===== src/rtl/multicycle_ctrl.sv =====
// Multicycle MIPS-style main controller: Moore FSM
// driving PC, memory, IR, register-file and ALU strobes.
package mc_pkg;
  localparam logic [2:0] ALU_AND = 3'b000;
  localparam logic [2:0] ALU_OR  = 3'b001;
  localparam logic [2:0] ALU_ADD = 3'b010;
  localparam logic [2:0] ALU_SUB = 3'b110;
  localparam logic [2:0] ALU_SLT = 3'b111;

  localparam logic [5:0] OP_LW   = 6'b100011;
  localparam logic [5:0] OP_SW   = 6'b101011;
  localparam logic [5:0] OP_RTY  = 6'b000000;
  localparam logic [5:0] OP_BEQ  = 6'b000100;
  localparam logic [5:0] OP_ADDI = 6'b001000;
  localparam logic [5:0] OP_J    = 6'b000010;

  localparam logic [5:0] FN_ADD = 6'b100000;
  localparam logic [5:0] FN_SUB = 6'b100010;
  localparam logic [5:0] FN_AND = 6'b100100;
  localparam logic [5:0] FN_OR  = 6'b100101;
  localparam logic [5:0] FN_SLT = 6'b101010;

  typedef enum logic [3:0] {
    S_FETCH  = 4'd0,
    S_DECODE = 4'd1,
    S_MEMADR = 4'd2,
    S_MEMRD  = 4'd3,
    S_MEMWB  = 4'd4,
    S_MEMWR  = 4'd5,
    S_EXEC   = 4'd6,
    S_ALUWB  = 4'd7,
    S_BRANCH = 4'd8,
    S_ADDIEX = 4'd9,
    S_ADDIWB = 4'd10,
    S_JUMP   = 4'd11
  } state_t;
endpackage

module multicycle_ctrl
  import mc_pkg::*;
(
  input  logic clk,
  input  logic rst_n,
  multicycle_ctrl_if.master bus
);

  state_t     state_q;
  state_t     state_d;
  logic       op_ok;
  logic       fn_ok;
  logic [2:0] fn_alu;

  logic [2:0] alu_c;
  logic       src_a;
  logic [1:0] src_b;
  logic [1:0] pcs;
  logic       pc_wr;
  logic       iord_c;
  logic       irw_c;
  logic       mw_c;
  logic       rd_c;
  logic       m2r_c;
  logic       rw_c;
  logic       ill_c;

  // State register; reset is asynchronous so it can abort mid-instruction
  always_ff @(posedge clk or negedge rst_n) begin
    if (!rst_n) begin
      state_q <= S_FETCH;
    end else begin
      state_q <= state_d;
    end
  end

  // Opcode legality, consulted only while in DECODE
  always_comb begin
    op_ok = 1'b1;
    unique case (1'b1)
      (bus.opcode == OP_LW):   op_ok = 1'b1;
      (bus.opcode == OP_SW):   op_ok = 1'b1;
      (bus.opcode == OP_RTY):  op_ok = 1'b1;
      (bus.opcode == OP_BEQ):  op_ok = 1'b1;
      (bus.opcode == OP_ADDI): op_ok = 1'b1;
      (bus.opcode == OP_J):    op_ok = 1'b1;
      default:                 op_ok = 1'b0;
    endcase
  end

  // R-type funct to ALU command; unknown funct falls back to ADD
  always_comb begin
    fn_ok  = 1'b1;
    fn_alu = ALU_ADD;
    unique case (1'b1)
      (bus.funct == FN_ADD): fn_alu = ALU_ADD;
      (bus.funct == FN_SUB): fn_alu = ALU_SUB;
      (bus.funct == FN_AND): fn_alu = ALU_AND;
      (bus.funct == FN_OR):  fn_alu = ALU_OR;
      (bus.funct == FN_SLT): fn_alu = ALU_SLT;
      default: begin
        fn_ok  = 1'b0;
        fn_alu = ALU_ADD;
      end
    endcase
  end

  // Next-state logic; unused codes recover to FETCH
  always_comb begin
    state_d = S_FETCH;
    case (state_q)
      S_FETCH: state_d = S_DECODE;
      S_DECODE: begin
        unique case (1'b1)
          (bus.opcode == OP_LW):   state_d = S_MEMADR;
          (bus.opcode == OP_SW):   state_d = S_MEMADR;
          (bus.opcode == OP_RTY):  state_d = S_EXEC;
          (bus.opcode == OP_BEQ):  state_d = S_BRANCH;
          (bus.opcode == OP_ADDI): state_d = S_ADDIEX;
          (bus.opcode == OP_J):    state_d = S_JUMP;
          default:                 state_d = S_FETCH;
        endcase
      end
      S_MEMADR: begin
        if (bus.opcode == OP_LW) begin
          state_d = S_MEMRD;
        end else begin
          state_d = S_MEMWR;
        end
      end
      S_MEMRD:  state_d = S_MEMWB;
      S_MEMWB:  state_d = S_FETCH;
      S_MEMWR:  state_d = S_FETCH;
      S_EXEC: begin
        if (fn_ok) begin
          state_d = S_ALUWB;
        end else begin
          state_d = S_FETCH;
        end
      end
      S_ALUWB:  state_d = S_FETCH;
      S_BRANCH: state_d = S_FETCH;
      S_ADDIEX: state_d = S_ADDIWB;
      S_ADDIWB: state_d = S_FETCH;
      S_JUMP:   state_d = S_FETCH;
      default:  state_d = S_FETCH;
    endcase
  end

  // Moore output decode; everything idles at 0 unless a state claims it
  always_comb begin
    alu_c  = ALU_AND;
    src_a  = 1'b0;
    src_b  = 2'b00;
    pcs    = 2'b00;
    pc_wr  = 1'b0;
    iord_c = 1'b0;
    irw_c  = 1'b0;
    mw_c   = 1'b0;
    rd_c   = 1'b0;
    m2r_c  = 1'b0;
    rw_c   = 1'b0;
    ill_c  = 1'b0;
    case (state_q)
      S_FETCH: begin
        irw_c = 1'b1;
        src_b = 2'b01;
        alu_c = ALU_ADD;
        pc_wr = 1'b1;
      end
      S_DECODE: begin
        src_b = 2'b11;
        alu_c = ALU_ADD;
        ill_c = !op_ok;
      end
      S_MEMADR: begin
        src_a = 1'b1;
        src_b = 2'b10;
        alu_c = ALU_ADD;
      end
      S_MEMRD: begin
        iord_c = 1'b1;
      end
      S_MEMWB: begin
        m2r_c = 1'b1;
        rw_c  = 1'b1;
      end
      S_MEMWR: begin
        iord_c = 1'b1;
        mw_c   = 1'b1;
      end
      S_EXEC: begin
        src_a = 1'b1;
        alu_c = fn_alu;
        ill_c = !fn_ok;
      end
      S_ALUWB: begin
        rd_c = 1'b1;
        rw_c = 1'b1;
      end
      S_BRANCH: begin
        src_a = 1'b1;
        alu_c = ALU_SUB;
        pcs   = 2'b01;
        pc_wr = bus.zero_flag;
      end
      S_ADDIEX: begin
        src_a = 1'b1;
        src_b = 2'b10;
        alu_c = ALU_ADD;
      end
      S_ADDIWB: begin
        rw_c = 1'b1;
      end
      S_JUMP: begin
        pcs   = 2'b10;
        pc_wr = 1'b1;
      end
      default: begin
        alu_c = ALU_AND;
      end
    endcase
  end

  // PC and IR writes are held off while reset is asserted
  always_comb begin
    bus.alu_control   = alu_c;
    bus.alu_src_a     = src_a;
    bus.alu_src_b     = src_b;
    bus.pc_src        = pcs;
    bus.pc_en         = pc_wr & rst_n;
    bus.iord          = iord_c;
    bus.ir_write      = irw_c & rst_n;
    bus.mem_write     = mw_c;
    bus.reg_dst       = rd_c;
    bus.mem_to_reg    = m2r_c;
    bus.reg_write     = rw_c;
    bus.illegal_instr = ill_c & rst_n;
    bus.state         = state_q;
  end

endmodule

===== src/rtl/multicycle_ctrl_if.sv =====
// Control/datapath bundle for the multicycle controller.
// master = controller side, slave = datapath side.
interface multicycle_ctrl_if;
  logic [5:0] opcode;
  logic [5:0] funct;
  logic       zero_flag;
  logic [2:0] alu_control;
  logic       alu_src_a;
  logic [1:0] alu_src_b;
  logic [1:0] pc_src;
  logic       pc_en;
  logic       iord;
  logic       ir_write;
  logic       mem_write;
  logic       reg_dst;
  logic       mem_to_reg;
  logic       reg_write;
  logic       illegal_instr;
  logic [3:0] state;

  modport master (
    input  opcode,
    input  funct,
    input  zero_flag,
    output alu_control,
    output alu_src_a,
    output alu_src_b,
    output pc_src,
    output pc_en,
    output iord,
    output ir_write,
    output mem_write,
    output reg_dst,
    output mem_to_reg,
    output reg_write,
    output illegal_instr,
    output state
  );

  modport slave (
    output opcode,
    output funct,
    output zero_flag,
    input  alu_control,
    input  alu_src_a,
    input  alu_src_b,
    input  pc_src,
    input  pc_en,
    input  iord,
    input  ir_write,
    input  mem_write,
    input  reg_dst,
    input  mem_to_reg,
    input  reg_write,
    input  illegal_instr,
    input  state
  );
endinterface


===== src/flat_wrapper.sv =====
// flat-port wrapper written by rule: the top's interface ports become plain ports
module multicycle_ctrl_flat import mc_pkg::*;
  (clk, rst_n, bus_opcode, bus_funct, bus_zero_flag, bus_alu_control, bus_alu_src_a, bus_alu_src_b, bus_pc_src, bus_pc_en, bus_iord, bus_ir_write, bus_mem_write, bus_reg_dst, bus_mem_to_reg, bus_reg_write, bus_illegal_instr, bus_state);
  multicycle_ctrl_if bus_i ();
  input  logic clk;
  input  logic rst_n;
  input wire logic [$bits(bus_i.opcode)-1:0] bus_opcode;
  input wire logic [$bits(bus_i.funct)-1:0] bus_funct;
  input wire logic [$bits(bus_i.zero_flag)-1:0] bus_zero_flag;
  output wire logic [$bits(bus_i.alu_control)-1:0] bus_alu_control;
  output wire logic [$bits(bus_i.alu_src_a)-1:0] bus_alu_src_a;
  output wire logic [$bits(bus_i.alu_src_b)-1:0] bus_alu_src_b;
  output wire logic [$bits(bus_i.pc_src)-1:0] bus_pc_src;
  output wire logic [$bits(bus_i.pc_en)-1:0] bus_pc_en;
  output wire logic [$bits(bus_i.iord)-1:0] bus_iord;
  output wire logic [$bits(bus_i.ir_write)-1:0] bus_ir_write;
  output wire logic [$bits(bus_i.mem_write)-1:0] bus_mem_write;
  output wire logic [$bits(bus_i.reg_dst)-1:0] bus_reg_dst;
  output wire logic [$bits(bus_i.mem_to_reg)-1:0] bus_mem_to_reg;
  output wire logic [$bits(bus_i.reg_write)-1:0] bus_reg_write;
  output wire logic [$bits(bus_i.illegal_instr)-1:0] bus_illegal_instr;
  output wire logic [$bits(bus_i.state)-1:0] bus_state;
  assign bus_i.opcode = bus_opcode;
  assign bus_i.funct = bus_funct;
  assign bus_i.zero_flag = bus_zero_flag;
  assign bus_alu_control = bus_i.alu_control;
  assign bus_alu_src_a = bus_i.alu_src_a;
  assign bus_alu_src_b = bus_i.alu_src_b;
  assign bus_pc_src = bus_i.pc_src;
  assign bus_pc_en = bus_i.pc_en;
  assign bus_iord = bus_i.iord;
  assign bus_ir_write = bus_i.ir_write;
  assign bus_mem_write = bus_i.mem_write;
  assign bus_reg_dst = bus_i.reg_dst;
  assign bus_mem_to_reg = bus_i.mem_to_reg;
  assign bus_reg_write = bus_i.reg_write;
  assign bus_illegal_instr = bus_i.illegal_instr;
  assign bus_state = bus_i.state;
  multicycle_ctrl u_core (.clk(clk), .rst_n(rst_n), .bus(bus_i));
endmodule

===== config.mk =====
export PLATFORM = sky130hd
export DESIGN_NAME = multicycle_ctrl_flat
export DESIGN_NICKNAME = d
export VERILOG_FILES = /design/src/rtl/multicycle_ctrl.sv /design/src/rtl/multicycle_ctrl_if.sv /design/src/flat_wrapper.sv
export SDC_FILE = /design/constraint.sdc
export NUM_CORES = 1
export LEC_CHECK = 0
export ABC_AREA = 0
export BUFFER_PORTS_ARGS = -buffer_cell sky130_fd_sc_hd__buf_2
export CORE_AREA = 2 2 49 51
export DETAILED_ROUTE_END_ITERATION = 12
export DIE_AREA = 0 0 51 53
export GPL_TIMING_DRIVEN = 1
export SETUP_SLACK_MARGIN = 0.02
export SKIP_LAST_GASP = 1
export SLEW_MARGIN = 20
export SYNTH_ARGS = -nofsm -noshare
export SYNTH_HDL_FRONTEND = slang
export SYNTH_SLANG_ARGS = --single-unit

===== constraint.sdc =====
create_clock -name clk -period 1.4 [get_ports clk]
set_clock_uncertainty 0.2 [all_clocks]
set_input_delay 0.14 -clock clk [delete_from_list [all_inputs] [get_ports clk]]
set_output_delay 0.14 -clock clk [all_outputs]
set_load 0.01 [all_outputs]

==> reports/metrics.json <==
{
  "largest_vdd_supply_drop": {"value": 0.661, "unit": "mV"},
  "p_per_area": {"value": 1110, "unit": "nW/µm²"},
  "cp_data_required_time": {"value": 1.06, "unit": "ns"},
  "floorplan.die.height": {"value": 53, "unit": "µm"},
  "share_seq_of_total_power": {"value": 13.0, "unit": "%"},
  "layoutNonFillerInstCount": {"value": 171},
  "reg2reg_depth": {"value": 3},
  "port_buffers": {"value": 34},
  "synth.ff_latch_count": {"value": 4},
  "crit_path_top_delay_cell": {"value": "sky130_fd_sc_hd__or4_4"},
  "final.setup.worst_slack": {"value": -0.399, "unit": "ns"},
  "wl_per_cell": {"value": 12.7, "unit": "µm"},
  "critical_path.endpoint_type": {"value": "primary output"},
  "grt_start_max_net_pins": {"value": 9},
  "grt_antenna_before_repair": {"value": 0},
  "area.growth.synth_to_final": {"value": 151, "unit": "%"},
  "mappedNetlistNets": {"value": 87},
  "synthFlopType": {"value": "sky130_fd_sc_hd__dfrtp_1"},
  "die_w": {"value": 51, "unit": "µm"},
  "finalCritPeriodShare": {"value": 128, "unit": "%"},
  "timing.slew.headroom": {"value": 83.5, "unit": "%"},
  "p_int": {"value": 873, "unit": "µW"},
  "switchingPower": {"value": 552, "unit": "µW"},
  "core_footprint": {"value": 2150, "unit": "µm²"},
  "critical_path.max_stage_delay": {"value": 0.56, "unit": "ns"},
  "grt-ovfl-total": {"value": 0},
  "drt-vias-per-instance": {"value": 4.91},
  "start_kind": {"value": "primary input"},
  "initial_core_util": {"value": 23.9, "unit": "%"},
  "most-common-layout-cells": {"value": "sky130_fd_sc_hd__buf_2 (26), sky130_fd_sc_hd__buf_6 (24), sky130_fd_sc_hd__buf_4 (18), sky130_fd_sc_hd__nor2_4 (5), sky130_fd_sc_hd__o21ai_1 (5)"},
  "initialDrtViolationCount": {"value": 5},
  "unrepaired_setup_endpoints_after_global_routing": {"value": "yes"},
  "number_of_global_route_vias_before_repair": {"value": 814},
  "fmax": {"value": 556, "unit": "MHz"},
  "count_of_unique_library_cells_instantiated_by_yosys": {"value": 36},
  "outcome": {"value": "complete, but fails checks"},
  "worst_slew_pin_slew": {"value": 0.244, "unit": "ns"},
  "standby_leakage_power": {"value": 0.580, "unit": "nW"},
  "design.final.nets": {"value": 159},
  "holdCritPathClass": {"value": "in2reg"},
  "dp_cells": {"value": 156},
  "yosys_warnings": {"value": 0},
  "power.clock.fraction": {"value": 11.3, "unit": "%"},
  "number_of_rows_created_at_floorplan": {"value": 17},
  "switching_share": {"value": 38.7, "unit": "%"},
  "cts_htree_levels": {"value": 1},
  "postSynth.asyncResetShare": {"value": 100, "unit": "%"},
  "io-pin-count": {"value": 35},
  "grt_util_all_layers": {"value": 16.6, "unit": "%"},
  "clk_path_buf_depth": {"value": 2},
  "violations_in_the_final_reports": {"value": "setup timing"},
  "min_period": {"value": 1.80, "unit": "ns"},
  "critical_path_s_most_frequent_cell": {"value": "sky130_fd_sc_hd__buf_2"},
  "routabilityCongestion": {"value": 0.786},
  "yosysSeqAreaShare": {"value": 19.5, "unit": "%"},
  "relative_contribution_of_combinational_cells_to_total_power": {"value": 75.7, "unit": "%"},
  "max_ffs_per_register": {"value": 4},
  "synthCells": {"value": 72},
  "clkSinkCount": {"value": 4},
  "synth_enable_flop_cells": {"value": 0},
  "post_synth_instance_area": {"value": 514, "unit": "µm²"},
  "most_common_cell_after_layout_fill_and_taps_aside": {"value": "sky130_fd_sc_hd__buf_2"},
  "setup_viol": {"value": 21},
  "drt_pass1_iterations": {"value": 4},
  "timing.hold.ws": {"value": 0.0764, "unit": "ns"},
  "routed_wl": {"value": 2170, "unit": "µm"},
  "finalMaxSlewViolations": {"value": 0},
  "numCtsBuffers": {"value": 3},
  "critical_path_arrival": {"value": 1.46, "unit": "ns"},
  "die-area": {"value": 2700, "unit": "µm²"},
  "syn_avg_cell_area": {"value": 7.14, "unit": "µm²"},
  "post-route-drc-count": {"value": 0},
  "timing_hold_violations_final": {"value": 0},
  "route.vias.total": {"value": 839},
  "detailed_place_hpwl": {"value": 1550, "unit": "µm"},
  "critical_path.cell_chain": {"value": "buf_2, or4_4, a211oi_4, nor4_2, a32o_2, buf_2"},
  "worstSetupPathType": {"value": "in2out"},
  "tritoncts": {"value": "built"},
  "postRouteAntennaNets": {"value": 0},
  "worst_setup_hold_path_clk_slew": {"value": 0.05, "unit": "ns"},
  "final_core_util": {"value": 60.0, "unit": "%"},
  "path_max_fanout": {"value": 2},
  "max_cap_viol_count": {"value": 0},
  "num_antenna_cells": {"value": 0},
  "clockRootBuffer": {"value": "sky130_fd_sc_hd__clkbuf_4"},
  "whs_path_depth": {"value": 3},
  "clk_latency": {"value": 0.24, "unit": "ns"},
  "final_layout_size_suffix_gt1_share": {"value": 72.7, "unit": "%"},
  "first_pass_grt_wire_length": {"value": 3390, "unit": "µm"}
}
## timing repair
| action | in CTS | in global routing |
|---|---|---|
| hold endpoints to repair | 4 | 0 |
| resized for setup | 32 | 23 |
| hold buffers | 1 | 0 |
| cloned | 0 | 0 |
| buffers inserted | 4 | 7 |
| endpoints found under the setup margin | 20 | 22 |
| pin swaps | 8 | 6 |
## metal layers
metal,GRT usage [%],share of wire (%),up-vias,routed length [µm]
met5,0,0,-,0
met3,3.67,4.2,6,92
met4,4.95,2.1,0,45
met2,32.5,56,34,1220
li1,-,-,409,-
met1,17.6,37,390,810
## worst max-delay path, delay by kind of cell
| kind | cells | cell delay (ns) |
|---|---|---|
| AO/OA/AOI/OAI | 2 | 0.44 |
| buffers and inverters | 2 | 0.25 |
| AND/OR/NAND/NOR | 2 | 0.63 |
## metrics by stage
stage / instance area, µm² / power [mW] / setup slack [ns] / TNS (ns)
floorplan: 586 / 0.560 / -0.218 / -0.530
global placement: 958 / 0.881 / -0.344 / -0.999
detailed placement: 958 / 0.891 / -0.383 / -1.17
CTS: 1140 / 1.22 / -0.412 / -4.15
global route: 1290 / 1.52 / -0.453 / -5.60
finish: 1290 / 1.42 / -0.399 / -4.36
## power groups by stage
stage	Sequential, mW	Combinational, mW	Clock [mW]
2_1_floorplan	0.185	0.375	0
3_3_place_gp	0.174	0.707	0
3_5_place_dp	0.173	0.718	0
4_1_cts	0.183	0.867	0.167
5_1_grt	0.188	1.16	0.176
6_report	0.185	1.08	0.161
## final timing paths
check                                                   start  slack [ns]                             to
worst max-delay path                            bus_opcode[1]       -0.40              bus_illegal_instr
worst min-delay path                            bus_opcode[2]        0.08  u_core.bus.state[1]$_DFF_PN0_
worst max register to register  u_core.bus.state[0]$_DFF_PN0_       -0.09  u_core.bus.state[1]$_DFF_PN0_
worst min register to register  u_core.bus.state[3]$_DFF_PN0_        0.42  u_core.bus.state[1]$_DFF_PN0_
max in group asynchronous                               rst_n        0.61  u_core.bus.state[2]$_DFF_PN0_
min in group asynchronous                               rst_n        0.19  u_core.bus.state[3]$_DFF_PN0_
## cells by family after synthesis
family                    count (synthesis)  share of synthesized area [%]
xor gates and xnor gates                  3                           5.11
buffers and inverters                     6                           4.62
AOI/OAI and AO/OA                        22                           29.2
DFF                                       4                           19.5
and+or+nand+nor                          35                           37.5
muxes                                     2                           4.14
## synthesized netlist by cell type, types with 2 or more instances
library cell               n  area [µm²]
sky130_fd_sc_hd__or3_1     2        12.5
sky130_fd_sc_hd__nand2b_1  5        31.3
sky130_fd_sc_hd__clkbuf_1  2        7.51
sky130_fd_sc_hd__or4_1     2        15.0
sky130_fd_sc_hd__dfrtp_1   4         100
sky130_fd_sc_hd__nor4_1    2        12.5
sky130_fd_sc_hd__nand3_1   2        10.0
sky130_fd_sc_hd__xor2_1    2        17.5
sky130_fd_sc_hd__nor3_1    4        20.0
sky130_fd_sc_hd__inv_1     3        11.3
sky130_fd_sc_hd__o21ai_0   3        15.0
sky130_fd_sc_hd__o21ai_1   3        15.0
sky130_fd_sc_hd__nor2_1    8        30.0
sky130_fd_sc_hd__nand2_1   4        15.0
sky130_fd_sc_hd__a21oi_1   4        20.0
sky130_fd_sc_hd__nor3b_1   2        15.0
## layout make-up
type,instances,area [µm²]
well taps,28,35.0
multi-input cells,62,542
repair buffers,70,566
inverters,3,16.3
fillers,194,860
flip-flops and latches,4,104
clock buffers,4,26.3
Power figures use the tool's default switching activity.
